===== src/rtl/cdb_arbiter_if.sv =====
// -----------------------------------------------------------------------------
// cdb_arbiter_if
// Bundle of request and broadcast signals around the common data bus arbiter.
//   master : requester / consumer side (drives REQ_*, observes GNT and CDB_*)
//   slave  : arbiter side (observes REQ_*, drives GNT and CDB_*)
// Signals
//   REQ_VALID [3:0]        per-unit request (0 LOAD_1, 1 LOAD_2, 2 ALU_1, 3 ALU_2)
//   REQ_TAG0..3 [TAG_W]    tag of each requester, tag 0 is invalid
//   REQ_DATA0..3 [DATA_W]  result data of each requester
//   GNT [3:0]              combinational one-hot grant
//   CDB_VALID/TAG/DATA/SRC registered broadcast
// -----------------------------------------------------------------------------
interface cdb_arbiter_if #(
   parameter int TAG_W  = 4,
   parameter int DATA_W = 32
);
   logic [3:0]        REQ_VALID;
   logic [TAG_W-1:0]  REQ_TAG0;
   logic [TAG_W-1:0]  REQ_TAG1;
   logic [TAG_W-1:0]  REQ_TAG2;
   logic [TAG_W-1:0]  REQ_TAG3;
   logic [DATA_W-1:0] REQ_DATA0;
   logic [DATA_W-1:0] REQ_DATA1;
   logic [DATA_W-1:0] REQ_DATA2;
   logic [DATA_W-1:0] REQ_DATA3;
   logic [3:0]        GNT;
   logic              CDB_VALID;
   logic [TAG_W-1:0]  CDB_TAG;
   logic [DATA_W-1:0] CDB_DATA;
   logic [1:0]        CDB_SRC;

   modport master (
      output REQ_VALID, REQ_TAG0, REQ_TAG1, REQ_TAG2, REQ_TAG3,
      output REQ_DATA0, REQ_DATA1, REQ_DATA2, REQ_DATA3,
      input  GNT, CDB_VALID, CDB_TAG, CDB_DATA, CDB_SRC
   );

   modport slave (
      input  REQ_VALID, REQ_TAG0, REQ_TAG1, REQ_TAG2, REQ_TAG3,
      input  REQ_DATA0, REQ_DATA1, REQ_DATA2, REQ_DATA3,
      output GNT, CDB_VALID, CDB_TAG, CDB_DATA, CDB_SRC
   );
endinterface


===== src/rtl/cdb_arbiter.sv =====
// -----------------------------------------------------------------------------
// cdb_arbiter
// Round-robin arbiter for four result producers sharing one common data bus.
// A grant is issued combinationally in the request cycle; the winner's tag,
// data and index are broadcast from registers one cycle later.
// Ports
//   CLK    rising-edge clock
//   RST_N  asynchronous active-low reset
//   FLUSH  synchronous squash: no grant this cycle, pointer returns to 0
//   bus    cdb_arbiter_if.slave (requests in, grant and broadcast out)
// Optional feature (macro CDB_ARB_PERF_EN)
//   CDB_BUSY_CNT     [31:0] cycles with a grant
//   CDB_CONFLICT_CNT [31:0] cycles with two or more eligible requesters
// -----------------------------------------------------------------------------
module cdb_arbiter #(
   parameter int TAG_W  = 4,
   parameter int DATA_W = 32
) (
   input  logic        CLK,
   input  logic        RST_N,
   input  logic        FLUSH,
`ifdef CDB_ARB_PERF_EN
   output logic [31:0] CDB_BUSY_CNT,
   output logic [31:0] CDB_CONFLICT_CNT,
`endif
   cdb_arbiter_if.slave bus
);

   logic [TAG_W-1:0]  tag_s  [4];
   logic [DATA_W-1:0] data_s [4];
   logic [3:0]        elig_s;
   logic              grant_any_s;
   logic [1:0]        grant_idx_s;
   logic [3:0]        gnt_s;

   logic [1:0]        ptr_r;
   logic              cdb_valid_r;
   logic [TAG_W-1:0]  cdb_tag_r;
   logic [DATA_W-1:0] cdb_data_r;
   logic [1:0]        cdb_src_r;

   // Round-robin pick: {hit, index} of the first eligible unit at or after ptr.
   function automatic logic [2:0] rr_pick(input logic [3:0] elig, input logic [1:0] ptr);
      logic       hit;
      logic [1:0] idx;
      logic [1:0] cand;
      hit  = 1'b0;
      idx  = 2'd0;
      cand = ptr;
      for (int off = 0; off < 4; off++) begin
         if (elig[cand] && !hit) begin
            hit = 1'b1;
            idx = cand;
         end else begin
            hit = hit;
         end
         cand = cand + 2'd1;
      end
      return {hit, idx};
   endfunction

   assign tag_s[0]  = bus.REQ_TAG0;
   assign tag_s[1]  = bus.REQ_TAG1;
   assign tag_s[2]  = bus.REQ_TAG2;
   assign tag_s[3]  = bus.REQ_TAG3;
   assign data_s[0] = bus.REQ_DATA0;
   assign data_s[1] = bus.REQ_DATA1;
   assign data_s[2] = bus.REQ_DATA2;
   assign data_s[3] = bus.REQ_DATA3;

   // Eligibility: a request carrying the invalid tag 0 is ignored.
   always_comb begin
      elig_s = 4'b0000;
      for (int i = 0; i < 4; i++) begin
         elig_s[i] = bus.REQ_VALID[i] && (tag_s[i] != {TAG_W{1'b0}});
      end
   end

   // Grant selection; grant is held off during reset and flush.
   always_comb begin
      logic [2:0] pick;
      pick        = rr_pick(elig_s, ptr_r);
      grant_any_s = 1'b0;
      grant_idx_s = 2'd0;
      gnt_s       = 4'b0000;
      if (RST_N && !FLUSH && pick[2]) begin
         grant_any_s = 1'b1;
         grant_idx_s = pick[1:0];
         gnt_s       = 4'b0001 << pick[1:0];
      end else begin
         grant_any_s = 1'b0;
      end
   end

   // Pointer and broadcast registers; fields hold when nothing is granted.
   always_ff @(posedge CLK or negedge RST_N) begin
      if (!RST_N) begin
         ptr_r       <= 2'd0;
         cdb_valid_r <= 1'b0;
         cdb_tag_r   <= {TAG_W{1'b0}};
         cdb_data_r  <= {DATA_W{1'b0}};
         cdb_src_r   <= 2'd0;
      end else if (FLUSH) begin
         ptr_r       <= 2'd0;
         cdb_valid_r <= 1'b0;
      end else if (grant_any_s) begin
         ptr_r       <= grant_idx_s + 2'd1;
         cdb_valid_r <= 1'b1;
         cdb_tag_r   <= tag_s[grant_idx_s];
         cdb_data_r  <= data_s[grant_idx_s];
         cdb_src_r   <= grant_idx_s;
      end else begin
         cdb_valid_r <= 1'b0;
      end
   end

   assign bus.GNT       = gnt_s;
   assign bus.CDB_VALID = cdb_valid_r;
   assign bus.CDB_TAG   = cdb_tag_r;
   assign bus.CDB_DATA  = cdb_data_r;
   assign bus.CDB_SRC   = cdb_src_r;

`ifdef CDB_ARB_PERF_EN
   logic [2:0]  elig_cnt_s;
   logic [31:0] busy_cnt_r;
   logic [31:0] conflict_cnt_r;

   // Number of eligible requesters this cycle (flush does not mask it).
   always_comb begin
      elig_cnt_s = 3'd0;
      for (int i = 0; i < 4; i++) begin
         elig_cnt_s = elig_cnt_s + {2'b00, elig_s[i]};
      end
   end

   // Free-running wrap-around counters; only reset clears them.
   always_ff @(posedge CLK or negedge RST_N) begin
      if (!RST_N) begin
         busy_cnt_r     <= 32'd0;
         conflict_cnt_r <= 32'd0;
      end else begin
         if (grant_any_s) begin
            busy_cnt_r <= busy_cnt_r + 32'd1;
         end else begin
            busy_cnt_r <= busy_cnt_r;
         end
         if (elig_cnt_s >= 3'd2) begin
            conflict_cnt_r <= conflict_cnt_r + 32'd1;
         end else begin
            conflict_cnt_r <= conflict_cnt_r;
         end
      end
   end

   assign CDB_BUSY_CNT     = busy_cnt_r;
   assign CDB_CONFLICT_CNT = conflict_cnt_r;
`endif

endmodule


===== src/flat_wrapper.sv =====
// flat-port wrapper written by rule: the top's interface ports become plain ports
module cdb_arbiter_flat 
#(
   parameter int TAG_W  = 4,
   parameter int DATA_W = 32
)
  (CLK, RST_N, FLUSH, bus_REQ_VALID, bus_REQ_TAG0, bus_REQ_TAG1, bus_REQ_TAG2, bus_REQ_TAG3, bus_REQ_DATA0, bus_REQ_DATA1, bus_REQ_DATA2, bus_REQ_DATA3, bus_GNT, bus_CDB_VALID, bus_CDB_TAG, bus_CDB_DATA, bus_CDB_SRC);
  cdb_arbiter_if #(.TAG_W(TAG_W), .DATA_W(DATA_W)) bus_i ();
  input  logic CLK;
  input  logic RST_N;
  input  logic FLUSH;
  input wire logic [$bits(bus_i.REQ_VALID)-1:0] bus_REQ_VALID;
  input wire logic [$bits(bus_i.REQ_TAG0)-1:0] bus_REQ_TAG0;
  input wire logic [$bits(bus_i.REQ_TAG1)-1:0] bus_REQ_TAG1;
  input wire logic [$bits(bus_i.REQ_TAG2)-1:0] bus_REQ_TAG2;
  input wire logic [$bits(bus_i.REQ_TAG3)-1:0] bus_REQ_TAG3;
  input wire logic [$bits(bus_i.REQ_DATA0)-1:0] bus_REQ_DATA0;
  input wire logic [$bits(bus_i.REQ_DATA1)-1:0] bus_REQ_DATA1;
  input wire logic [$bits(bus_i.REQ_DATA2)-1:0] bus_REQ_DATA2;
  input wire logic [$bits(bus_i.REQ_DATA3)-1:0] bus_REQ_DATA3;
  output wire logic [$bits(bus_i.GNT)-1:0] bus_GNT;
  output wire logic [$bits(bus_i.CDB_VALID)-1:0] bus_CDB_VALID;
  output wire logic [$bits(bus_i.CDB_TAG)-1:0] bus_CDB_TAG;
  output wire logic [$bits(bus_i.CDB_DATA)-1:0] bus_CDB_DATA;
  output wire logic [$bits(bus_i.CDB_SRC)-1:0] bus_CDB_SRC;
  assign bus_i.REQ_VALID = bus_REQ_VALID;
  assign bus_i.REQ_TAG0 = bus_REQ_TAG0;
  assign bus_i.REQ_TAG1 = bus_REQ_TAG1;
  assign bus_i.REQ_TAG2 = bus_REQ_TAG2;
  assign bus_i.REQ_TAG3 = bus_REQ_TAG3;
  assign bus_i.REQ_DATA0 = bus_REQ_DATA0;
  assign bus_i.REQ_DATA1 = bus_REQ_DATA1;
  assign bus_i.REQ_DATA2 = bus_REQ_DATA2;
  assign bus_i.REQ_DATA3 = bus_REQ_DATA3;
  assign bus_GNT = bus_i.GNT;
  assign bus_CDB_VALID = bus_i.CDB_VALID;
  assign bus_CDB_TAG = bus_i.CDB_TAG;
  assign bus_CDB_DATA = bus_i.CDB_DATA;
  assign bus_CDB_SRC = bus_i.CDB_SRC;
  cdb_arbiter #(.TAG_W(TAG_W), .DATA_W(DATA_W)) u_core (.CLK(CLK), .RST_N(RST_N), .FLUSH(FLUSH), .bus(bus_i));
endmodule

===== config.mk =====
export PLATFORM = sky130hd
export DESIGN_NAME = cdb_arbiter_flat
export DESIGN_NICKNAME = d
export VERILOG_FILES = /design/src/rtl/cdb_arbiter_if.sv /design/src/rtl/cdb_arbiter.sv /design/src/flat_wrapper.sv
export SDC_FILE = /design/constraint.sdc
export NUM_CORES = 1
export LEC_CHECK = 0
export ABC_AREA = 1
export CORE_MARGIN = 3
export CORE_UTILIZATION = 39
export DETAILED_ROUTE_END_ITERATION = 10
export PLACE_DENSITY = 0.8
export SLEW_MARGIN = 20
export SYNTH_ARGS = -nofsm -noshare
export SYNTH_HDL_FRONTEND = slang
export SYNTH_SLANG_ARGS = --single-unit

===== constraint.sdc =====
create_clock -name CLK -period 2.7 [get_ports CLK]
set_input_delay 0.405 -clock CLK [delete_from_list [all_inputs] [get_ports CLK]]
set_output_delay 0.405 -clock CLK [all_outputs]
set_load 0.02 [all_outputs]

==> metrics.md, run 1 <==
| Metric | Value |
|---|---|
| CP Capture Type | `output pin` |
| H-tree Lvls | `2` |
| Height of the die | `99.9 microns` |
| Antenna violations before repair | `0` |
| Critical path startpoint | `bus_REQ_TAG3[3]` |
| Cells after Synth | `597` |
| Cell area after synthesis | `0.00344 sq mm` |
| Int Pwr | `2.52 mW` |
| Tmin final | `2.65 ns` |
| Final HPWL DP | `8.94 mm` |
| Core region area | `0.00838 sq mm` |
| Vias in the first global route | `4145` |
| Slew HR | `64.6%` |
| Final wirelength | `11.9 mm` |
| Area Growth Syn to Fin | `66.5%` |
| Worst Skew | `0.0135 ns` |
| Clk buf depth | `2` |
| Net Switching | `2.21 mW` |
| Die X-Extent | `99.9 microns` |
| Routability cong. | `0.971` |
| Least-Margin Pin Slew | `0.530 ns` |
| CTS tree | `yes` |
| Max-slew violation count | `0` |
| Hold/Removal Path Class | `input port to async pin` |
| Wire length per cell | `13.2 microns` |
| Global-route wire length before repair | `19.3 mm` |
| Max Cap Viol | `0` |
| Slowest CP cell | `clkdlybuf4s50_1` |
| Share of layout cells above drive strength 1 | `9.33%` |
| DP Worst Slack | `-0.483 ns` |
| CP max stage delay | `0.44 ns` |
| Seq/Total Area, Yosys | `29.8%` |
| Inserted Diodes | `0` |
| Skew-Pair Late Insertion Delay | `0.29 ns` |
| Max Fclk | `378 MHz` |
| Outcome | `complete, no violations` |
| Clock network power share | `9.0%` |
| Crit path launch type | `input port` |
| Crit path kind | `input port to output pin` |
| Worst path required time | `2.30 ns` |
| CP Cell Sequence | `clkdlybuf4s50_1 -> nor2_1 -> nand2_1 -> nand3_2 -> nand2_2 -> nand2_2 -> inv_1 -> a21oi_2 -> nand3_2 -> buf_6 -> a21oi_4 -> buf_6 -> nand2_2 -> inv_2 -> buf_6` |
| Fin crit share | `98.1%` |
| Reg area | `0.00103 sq mm` |
| Initial Util | `41.1%` |
| CTS Sinks | `41` |
| Fin nets | `943` |
| CTS clk-pin slew, worst paths | `0.09 ns` |
| Post-DRT Antenna Nets | `0` |
| Number of core rows | `33` |
| Pin count of the biggest net entering global routing | `42` |
| WP buf/inv | `6` |
| Crit path max-delay family | `buffers and inverters` |
| Worst IR Drop VDD | `0.502 mV` |
| GRT Util Overall | `23.5%` |
| TritonRoute pass-1 iters | `5` |
| Average cell area after synthesis | `5.77 sq um` |
| Full die area | `0.00999 sq mm` |
| DRC | `0` |
| #FFs+latches synth | `41` |
| Root buffer cell | `clkbuf_8` |
| Ports | `194` |
| Fillers | `703` |
| Vias | `4231` |
| GRT overflow | `0` |
| Comb pwr share | `68.8%` |
| Sw frac | `46.8%` |
| Arrival time at the worst endpoint | `2.24 ns` |
| Max FO, Critical Path | `3` |
| CTS Hold Bufs | `0` |
| Final setup fails | `0` |
| Syn nets | `748` |
| Iteration-0 DRC Markers | `132` |
| Leak | `3.06 nW` |
| Average vias per placed instance | `4.71` |
| Footprint of the multi-input gates | `0.00200 sq mm` |
| Reg2reg start | `u_core.ptr_r[0]` |
| Synth cell types | `22` |
| Num CTS Buffers | `5` |
| Sequential share of power | `22.2%` |
| Warnings, synthesis | `0` |
| Final Hold Fails | `0` |
| Pwr/cell area | `826 mW/mm^2` |
| Total Power | `4.74 mW` |
| IO buf count | `193` |
| Post-route setup slack | `0.0521 ns` |
## placed cells by master, fill, tap and decap left out, types with 3 or more instances in the layout
cell,count
a21oi_1,16
buf_4,25
or2_2,3
clkdlybuf4s50_1,179
dfrtp_1,41
nand2_2,9
dlymetal6s2s_1,9
nand2_1,231
clkbuf_8,6
buf_6,3
nand3_1,62
inv_1,78
or2_1,32
nand3_2,9
inv_2,5
nor2_1,67
## metrics by stage
step	area, sq um	hold slack [ns]	setup TNS (ns)	cells	utilization, %
2_1_floorplan	3440	0.109	0	597	-
3_3_place_gp	5530	0.465	-1.93	890	66.0
3_5_place_dp	5530	0.474	-4.51	890	66.0
4_1_cts	5620	0.243	0	898	67.1
5_1_grt	5730	0.265	-0.251	898	68.4
6_report	5730	0.209	0	898	68.4
## final timing paths
kind                            cells after the start                     end  slack, ns
max in group asynchronous                           2  u_core.bus.CDB_DATA[6]       2.12
worst min-delay path                                2  u_core.bus.CDB_DATA[4]       0.21
min in group CLK                                    2   u_core.bus.CDB_SRC[1]       0.50
worst max register to register                     15   u_core.bus.CDB_TAG[3]       0.33
worst max-delay path                               15              bus_GNT[1]       0.05
worst min register to register                      2   u_core.bus.CDB_SRC[1]       0.50
## cell families after synthesis
group           count (synthesis)  synth area share, %
flops                          41                 29.8
xor+xnor                        1                0.473
compound gates                 20                 3.24
simple gates                  421                 51.8
buf+inv                       114                 14.6
## cell type report
type	instances	share of cell area (%)
clock inverters	2	0.240
repair buffers	219	37.9
inverters	83	5.44
flip-flops and latches	41	17.9
multi-input cells	442	34.8
well taps	105	2.29
clock buffers	6	1.44
## cells in the mapped netlist (all sizes together)
cell | count | area share [%]
dfrtp | 41 | 30
a21oi | 18 | 2.9
or2 | 36 | 6.5
nor2 | 71 | 7.8
buf | 26 | 5.1
inv | 83 | 9.1
xnor2 | 1 | 0.47
nand3 | 71 | 10
clkbuf | 5 | 0.55
nand4 | 1 | 0.18
nand2 | 242 | 27
o21ai | 2 | 0.29
## sequential cells by signal, indices dropped and copies added (netlist names)
| register | count |
|---|---|
| u_core.ptr_r | 2 |
| u_core.bus.CDB_VALID | 1 |
| u_core.bus.CDB_TAG | 4 |
| u_core.bus.CDB_DATA | 32 |
| u_core.bus.CDB_SRC | 2 |
## timing repair
| item | in CTS | in global routing |
|---|---|---|
| pin swaps | 1 | 13 |
| buffers inserted | 0 | 0 |
| endpoints found under the hold margin | 0 | 0 |
| gates resized for setup | 19 | 36 |
| endpoints found under the setup margin | 4 | 10 |
## per-layer routing
metal  GRT usage (%)  vias to the layer above  wire (microns)
met5               0                        -               0
met1            28.1                     1864            4850
met3            7.02                       19            1270
met2            41.1                      184            5520
met4            5.99                        0             216
li1                -                     2164               -
## power groups by stage
stage | clock, mW | combinational [mW] | sequential, mW
detailed placement | 0 | 3.18 | 1.06
finish | 0.429 | 3.26 | 1.05
global placement | 0 | 3.12 | 1.05
floorplan | 0 | 1.56 | 1.39
global route | 0.470 | 3.60 | 1.09
CTS | 0.444 | 3.19 | 1.05
Note: power is estimated with default switching activity, not from simulation.
==> inputs of run 2 (changes only) <==
--- a/config.mk
+++ b/config.mk
@@ -7,9 +7,10 @@
 export LEC_CHECK = 0
 export ABC_AREA = 1
 export CORE_MARGIN = 3
-export CORE_UTILIZATION = 39
+export CORE_UTILIZATION = 36
 export DETAILED_ROUTE_END_ITERATION = 10
-export PLACE_DENSITY = 0.8
+export HOLD_SLACK_MARGIN = 0.03
+export PLACE_DENSITY = 0.78
 export SLEW_MARGIN = 20
 export SYNTH_ARGS = -nofsm -noshare
 export SYNTH_HDL_FRONTEND = slang
==> constraint.sdc (replaced) <==
create_clock -name CLK -period 2.4 [get_ports CLK]
set_input_delay 0.36 -clock CLK [delete_from_list [all_inputs] [get_ports CLK]]
set_output_delay 0.36 -clock CLK [all_outputs]
set_load 0.02 [all_outputs]
==> run 2 against run 1 <==
  * The run now ends with negative setup slack left
  * Non-clock buffer count grew 8
  * Clock skew fell by 0.0017 ns
  * Die area up 7.8%
  * Via count is 1.9% higher
  * Power is 22% higher
  * Clock power is 5.4% higher
  * Critical path type is now register to output pin
  * Critical endpoint is now bus_GNT[0]
==> metrics.md, run 2 (synthesis gave the netlist of run 1 again) <==
| Metric | Value |
|---|---|
| Crit path max-delay family | `buffers and inverters` |
| CP Capture Type | `output pin` |
| Final setup fails | `4` |
| Die X-Extent | `104 microns` |
| Hold/Removal Path Class | `input port to async pin` |
| Share of layout cells above drive strength 1 | `13.0%` |
| Placed Instances | `914` |
| GRT Util Overall | `22.6%` |
| Crit path launch type | `register` |
| Core region area | `0.00928 sq mm` |
| Max Cap Viol | `0` |
| Routability cong. | `0.863` |
| Slew HR | `64.9%` |
| Post-route setup slack | `-0.0623 ns` |
| Vias | `4312` |
| CTS Sinks | `41` |
| Crit path kind | `register to output pin` |
| Number of flip-flops in the largest register | `32` |
| Worst path most repeated cell | `buf_4` |
| Commonest cells after routing, fill and taps aside | `nand2_1 (222), clkdlybuf4s50_1 (170), inv_1 (75)` |
| Failing checks | `negative setup slack` |
| Final Instance Count excl. Fillers | `929` |
| Arrival time at the worst endpoint | `2.10 ns` |
| Slowest CP cell | `dfrtp_2` |
| Worst Skew | `0.0118 ns` |
| TritonRoute pass-1 iters | `4` |
| Sw frac | `46.7%` |
| CP max stage delay | `0.48 ns` |
| Post-DRT Antenna Nets | `0` |
| CTS clk-pin slew, worst paths | `0.08 ns` |
| Wire length per cell | `13.5 microns` |
| CP Cell Sequence | `xnor2_4 -> buf_4 -> buf_4 -> nand3_1 -> o21ai_2 -> nand3_4 -> nand2_4 -> a21oi_4 -> inv_2 -> nor2_4 -> buf_6` |
| Pin count of the biggest net entering global routing | `74` |
| GRT overflow | `0` |
| CTS Hold Bufs | `0` |
| DP Worst Slack | `-0.663 ns` |
| Average vias per placed instance | `4.64` |
| H-tree Lvls | `2` |
| Sequential share of power | `20.6%` |
| Fin crit share | `103%` |
| Worst IR Drop VDD | `0.601 mV` |
| Leak | `3.10 nW` |
| Num CTS Buffers | `5` |
| Worst path required time | `2.04 ns` |
| RSZ-0062 raised after global routing | `true` |
| Final HPWL DP | `9.05 mm` |
| Initial Util | `37.1%` |
| Tmin final | `2.46 ns` |
| Root buffer cell | `clkbuf_8` |
| Commonest non-fill, non-tap cell in the layout | `nand2_1` |
| Number of core rows | `35` |
| Fillers | `844` |
| IO buf count | `193` |
| Full die area | `0.0108 sq mm` |
| WP buf/inv | `4` |
| Comb pwr share | `71.6%` |
| Pwr/cell area | `961 mW/mm^2` |
| Fin nets | `951` |
| Clock network power share | `7.8%` |
| Int Pwr | `3.08 mW` |
| Net Switching | `2.69 mW` |
| Outcome | `finished with violations` |
| Vias in the first global route | `4155` |
| Area Growth Syn to Fin | `74.3%` |
| Skew-Pair Late Insertion Delay | `0.29 ns` |
| CTS tree | `yes` |
| Height of the die | `104 microns` |
| Final Hold Fails | `0` |
| Final wirelength | `12.6 mm` |
| Reg area | `0.00103 sq mm` |
| Iteration-0 DRC Markers | `183` |
| Total Power | `5.77 mW` |
| Footprint of the multi-input gates | `0.00215 sq mm` |
| Least-Margin Pin Slew | `0.527 ns` |
| DRC | `0` |
| Clk buf depth | `2` |
| Ports | `194` |
| Max FO, Critical Path | `5` |
| Global-route wire length before repair | `20.2 mm` |
| Max Fclk | `406 MHz` |
| Inserted Diodes | `0` |
| Antenna violations before repair | `0` |
| Max-slew violation count | `0` |
-- run 2: cell count changes in the layout (fill, tap and decap cells not counted), sizes merged --
cell           previous run  this run
dlygate4sd2               0        17
clkdlybuf4s50           179       170
dlymetal6s2s              9         1
buf                      31        38
clkbuf                    6         8
clkinv                    2         1
inv                      83        82
-- run 2: power by group through the flow --
stage / clock network, mW / logic [mW] / registers (mW)
2_1_floorplan: 0 / 1.76 / 1.56
3_5_place_dp: 0 / 3.59 / 1.19
5_1_grt: 0.496 / 4.51 / 1.23
4_1_cts: 0.475 / 3.94 / 1.19
6_report: 0.452 / 4.13 / 1.19
3_3_place_gp: 0 / 3.56 / 1.17
-- run 2: worst paths after layout --
| kind | slack [ns] | startpoint | end | depth (start not counted) |
|---|---|---|---|---|
| min in group CLK | 0.49 | u_core.bus.CDB_SRC[0] | u_core.bus.CDB_SRC[0] | 2 |
| worst max register to register | 0.04 | u_core.ptr_r[0] | u_core.bus.CDB_DATA[31] | 14 |
| worst min-delay path | 0.15 | RST_N | u_core.bus.CDB_DATA[28] | 2 |
| max in group asynchronous | 1.86 | RST_N | u_core.ptr_r[1] | 2 |
| worst max-delay path | -0.06 | u_core.ptr_r[0] | bus_GNT[0] | 11 |
| worst min register to register | 0.49 | u_core.bus.CDB_SRC[0] | u_core.bus.CDB_SRC[0] | 2 |
-- run 2: stage by stage --
| step | area [sq um] | setup TNS (ns) | util (%) | hold slack (ns) |
|---|---|---|---|---|
| after floorplan | 3440 | 0 | - | 0.0644 |
| after global placement | 5550 | -17.74 | 59.7 | 0.466 |
| after detailed placement | 5550 | -18.08 | 59.7 | 0.469 |
| after CTS | 5880 | -0.00405 | 63.3 | 0.170 |
| after global routing | 6000 | -0.729 | 64.6 | 0.208 |
| final | 6000 | -0.173 | 64.6 | 0.153 |
-- run 2: routing by layer --
metal / up-vias / wire length [microns] / global-route usage (%)
li1: 2185 / - / -
met1: 1919 / 4990 / 26.0
met2: 190 / 6080 / 39.4
met3: 18 / 1260 / 7.91
met4: 0 / 257 / 7.12
met5: - / 0 / 0
-- run 2: timing repair --
action	4_1_cts	5_1_grt
pin swaps	31	14
gates cloned	0	1
buffers inserted	4	3
gates resized for setup	101	22
endpoints found under the setup margin	40	39
-- run 2: final cells by class --
type	instances	share of cell area (%)
well taps	129	2.69
multi-input cells	442	35.9
flip-flops and latches	41	17.1
clock buffers	7	1.44
inverters	83	5.40
repair buffers	227	37.5
-- run 2: worst reg2reg max path, delay by kind of cell (launching register included) --
family                 cells  cell delay [ns]
XOR/XNOR                   1             0.24
AND/OR/NAND/NOR            6             0.59
AO/OA/AOI/OAI              2             0.26
flip-flops                 1             0.48
buffers and inverters      5             0.67
==> inputs of run 3 (changes only) <==
--- a/config.mk
+++ b/config.mk
@@ -9,7 +9,6 @@
 export CORE_MARGIN = 3
 export CORE_UTILIZATION = 36
 export DETAILED_ROUTE_END_ITERATION = 10
-export HOLD_SLACK_MARGIN = 0.03
 export PLACE_DENSITY = 0.78
 export SLEW_MARGIN = 20
 export SYNTH_ARGS = -nofsm -noshare
==> results of run 3 <==
No change in the layout: final DEF, timing and power equal those of run 2.
